**config.mk**
```make
export PLATFORM = sky130hd
export DESIGN_NAME = mult
export DESIGN_NICKNAME = d
export VERILOG_FILES = /design/src/rtl/mult.sv
export SDC_FILE = /design/constraint.sdc
export NUM_CORES = 1
export LEC_CHECK = 0
export ABC_AREA = 1
export CAP_MARGIN = 20
export CELL_PAD_IN_SITES_DETAIL_PLACEMENT = 0
export CELL_PAD_IN_SITES_GLOBAL_PLACEMENT = 1
export CORE_MARGIN = 8
export CORE_UTILIZATION = 39
export CTS_CLUSTER_DIAMETER = 200
export CTS_CLUSTER_SIZE = 12
export DETAILED_ROUTE_END_ITERATION = 8
export PLACE_DENSITY = 0.84
export SYNTH_ARGS = -nofsm -noshare
export SYNTH_HDL_FRONTEND = slang
export SYNTH_SLANG_ARGS = --single-unit
export TNS_END_PERCENT = 20
```
**constraint.sdc**
```tcl
create_clock -name clock -period 3.3 [get_ports clock]
set_clock_uncertainty 0.1 [all_clocks]
set_input_delay 0.66 -clock clock [delete_from_list [all_inputs] [get_ports clock]]
set_output_delay 0.66 -clock clock [all_outputs]
set_load 0.01 [all_outputs]
```
**src/rtl/mult.sv**
```systemverilog
// Iterative shift-and-add unsigned fixed-point multiplier, one multiplier bit per clock.
// Optional round-half-up of the discarded fraction bits when MULT_ROUND_EN is defined.
module mult #(
    parameter int wholeWidth    = 1,
    parameter int fractionWidth = 1
) (
    input  logic                                clock,
    input  logic                                reset_n,
    input  logic                                calculate_en,
    input  logic [wholeWidth+fractionWidth-1:0] valueOne,
    input  logic [wholeWidth+fractionWidth-1:0] valueTwo,
    output logic [wholeWidth+fractionWidth-1:0] product,
    output logic                                overflow,
    output logic                                busy,
    output logic                                done
);
    localparam int N  = wholeWidth + fractionWidth;
    localparam int F  = fractionWidth;
    localparam int CW = (N > 1) ? $clog2(N) : 1;

    typedef enum logic [1:0] {
        IDLE = 2'd0,
        RUN  = 2'd1,
        DONE = 2'd2
    } state_t;

    state_t          r_state;
    logic [N-1:0]    r_one;
    logic [N-1:0]    r_two;
    logic [2*N-1:0]  r_acc;
    logic [CW-1:0]   r_count;

    logic [2*N-1:0]  w_addend;
    logic [N-1:0]    w_prod;
    logic            w_ovf;

    assign w_addend = {{N{1'b0}}, r_one} << r_count;

`ifdef MULT_ROUND_EN
    logic [N:0] w_rounded;
    always_comb begin
        w_rounded = {1'b0, r_acc[F +: N]} + {{N{1'b0}}, r_acc[F-1]};
        w_prod    = w_rounded[N-1:0];
        w_ovf     = (|r_acc[2*N-1:F+N]) | w_rounded[N];
    end
`else
    logic w_unused_lsb;
    assign w_unused_lsb = ^r_acc[F-1:0];
    always_comb begin
        w_prod = r_acc[F +: N];
        w_ovf  = |r_acc[2*N-1:F+N];
    end
`endif

    always_ff @(posedge clock) begin
        if (!reset_n) begin
            r_state  <= IDLE;
            r_one    <= '0;
            r_two    <= '0;
            r_acc    <= '0;
            r_count  <= '0;
            product  <= '0;
            overflow <= 1'b0;
            busy     <= 1'b0;
            done     <= 1'b0;
        end else begin
            done <= 1'b0;
            unique case (r_state)
                IDLE: begin
                    if (calculate_en) begin
                        r_one   <= valueOne;
                        r_two   <= valueTwo;
                        r_acc   <= '0;
                        r_count <= '0;
                        busy    <= 1'b1;
                        r_state <= RUN;
                    end
                end
                RUN: begin
                    if (r_two[r_count]) begin
                        r_acc <= r_acc + w_addend;
                    end
                    r_count <= r_count + 1'b1;
                    if (r_count == CW'(N - 1)) begin
                        r_state <= DONE;
                    end
                end
                DONE: begin
                    product  <= w_prod;
                    overflow <= w_ovf;
                    done     <= 1'b1;
                    busy     <= 1'b0;
                    r_state  <= IDLE;
                end
                default: begin
                    r_state <= IDLE;
                    busy    <= 1'b0;
                end
            endcase
        end
    end
endmodule
```
==> flow_summary.yaml <==
critical_path:
  cp_num_buf_inv: 1
  crit_slowest_cell: "clkdlybuf4s50_1"
  crit_type: "reg2out"
  critPathLaunchType: "flop"
  endpoint_kind: "output pin"
  path_cells: "clkdlybuf4s50_1"
  cpLargestDelayFamily: "buffers and inverters"
  max_stage_delay_ps: 540
  crit_arrival_ps: 1160
  ff2ff_path_depth: 7
  crit_path_max_fanout: 2
  cp_num_cells: 1
  cp.required_ps: 2540
  r2r_end: "r_acc[1]$_SDFFE_PN0P_"
  rrSetupSlack_ps: 1580
  timing.rr.start: "r_count$_SDFFE_PN0P_"
pwr:
  irDropWorstVdd_mv: 0.212
  p_per_area_nw_per_um2: 458
  p_leak_uw: 0.000395
clocking:
  htreeDepth: 1
  cts.sinks: 16
  cts_buffers: 3
  post_cts_buffers: 0
  insertion_delay_ps: 280
  hold_buffers: 0
  clk_pin_slew_ps: 90
  clockRootBuffer: "clkbuf_4"
  cts_resized: 0
  ctsLongestPathBuffers: 2
  cts_tree: "yes"
drt:
  vias: 619
  wl_per_cell_um: 10.1
  drtIter0Drc: 4
  drtPass1Iterations: 2
  postRouteAntennaNets: 0
  totalWireLength_mm: 1.33
  remaining_drc_errors: 0
  via_per_inst: 4.73
floorplanning:
  core_um2: 1730
  die_h_um: 59.0
  io_pins: 12
  die_area_um2: 3480
  row_count: 15
  initial_utilization: 0.417
  dieWidth_um: 59.0
yosys:
  ys_types: 18
  synth_nets: 102
  synth-compound-area-share: 0.123
  synthAdderAreaFrac: 0.0800
  syn_area_per_cell_um2: 7.91
  synth_top_cell_by_area: "dfxtp_1"
  synthMuxAreaShare: 0
  syn-cell-area_um2: 719
  yosys_register_bits: 16
  synthSimpleGateAreaFrac: 0.292
  synth_top_family_by_area: "simple AND/OR/NAND/NOR gates"
  synth_xor_area_frac: 0.0122
  synth_top_area_share: 0.445
  ys_warn_count: 0
  ys_seq_area_frac: 0.445
  syn-instance-count: 91
  synthTopCellsByArea: "dfxtp_1 (45%), nor2_1 (10%), nand2_1 (5.7%)"
sta:
  fin_crit_ps: 1920
  setup_viol: 0
  slew_viol_final: 0
  tns_ps: 0
  hold_ws_ps: 383
  fmax_mhz: 520
  hold_viol: 0
  relSlewSlack: 0.762
  rsz0062_at_grt: "no"
  worst_pin_slew_ps: 353
  fin_crit_sh: 0.583
place:
  place_congestion: 0.729
  io_buffers: 11
  hpwl_mm: 1.05
grt:
  grt_overflow: 0
  grt.total_usage: 0.0914
  grt_pass1_vias: 608
  grt_max_degree: 11
  antenna_found_initial: 0
  grt_pass1_wl_mm: 2.47
finish:
  mostFrequentLayoutCell: "nor2_1"
  n_antenna_cell: 0
  area_delta_synth_final_pct: 24.7
  layout-drive-gt1-share: 0.142
  nets: 118
  mostFrequentLayoutCells: "nor2_1 (20), dfxtp_1 (16), nand2_1 (11), clkdlybuf4s50_1 (11), o21ai_0 (8)"
worst_hold_path:
  hold_start: "r_one[0]$_SDFFE_PN0P_"
  min_to: "r_one[0]$_SDFFE_PN0P_"
  min_delay_path_depth: 2
  holdCritPathClass: "reg2reg"
outcome:
  run_status: "complete, no violations"
run:
  cap_violations: 0
-- how the worst max path moves through the flow --
stage / from / endpoint / slack [ps]
5_1_grt: product[0]$_SDFFE_PN0P_ / product[0] / 1310
3_5_place_dp: reset_n / r_acc[3]$_SDFFE_PN0P_ / 1370
4_1_cts: product[0]$_SDFFE_PN0P_ / product[0] / 1360
6_report: product[0]$_SDFFE_PN0P_ / product[0] / 1380
3_3_place_gp: reset_n / r_acc[3]$_SDFFE_PN0P_ / 1420
2_1_floorplan: r_count$_SDFFE_PN0P_ / r_acc[1]$_SDFFE_PN0P_ / 1730
-- cell usage after synthesis, drive strengths merged --
| cell type | n |
|---|---|
| o21ai | 10 |
| nand2 | 16 |
| nor3 | 2 |
| a21oi | 7 |
| inv | 9 |
| xnor2 | 1 |
| fa | 1 |
| ha | 3 |
| dfxtp | 16 |
| nor2 | 22 |
| nand3 | 4 |
-- stage by stage --
stage / utilization / std cells / power, µW / setup WS [ps] / cell area (µm²)
finish: 0.520 / 131 / 411 / 1380 / 897
global route: 0.520 / 131 / 433 / 1310 / 897
CTS: 0.520 / 131 / 415 / 1360 / 897
detailed placement: 0.499 / 127 / 287 / 1370 / 861
global placement: 0.499 / 127 / 286 / 1420 / 861
floorplan: - / 91 / 265 / 1730 / 719
-- cells by family after synthesis --
group,after synthesis
simple gates,44
buf+inv,9
xor+xnor,1
fa+ha+maj,4
compound gates,17
flops,16
-- flip-flops by register name, summed over array words and instances (netlist names) --
register and flops:
overflow 1, done 1, r_two 2, r_acc 4, busy 1, product 2
r_state 2, r_one 2, r_count 1
-- per-layer routing --
layer  GRT usage  share of wire  vias up
li1            -              -      322
met1      0.0961           0.46      282
met2       0.151           0.44       11
met3      0.0370          0.070        4
met4      0.0512          0.022        0
met5           0              0        -
-- report_power, final --
| part | switching [µW] | leakage [µW] | internal (µW) |
|---|---|---|---|
| clock network | 61.6 | 0.0000210 | 67.1 |
| registers | 7.95 | 0.000131 | 205 |
| logic | 39.8 | 0.000243 | 29.4 |
-- final cells by class --
type	count	area [µm²]
repair buffers	11	110
fillers	191	830
clock buffers	4	36.3
well taps	25	31.3
inverters	9	33.8
flip-flops and latches	16	320
multi-input cells	66	365
No activity file was read; power rests on OpenSTA's default activity.
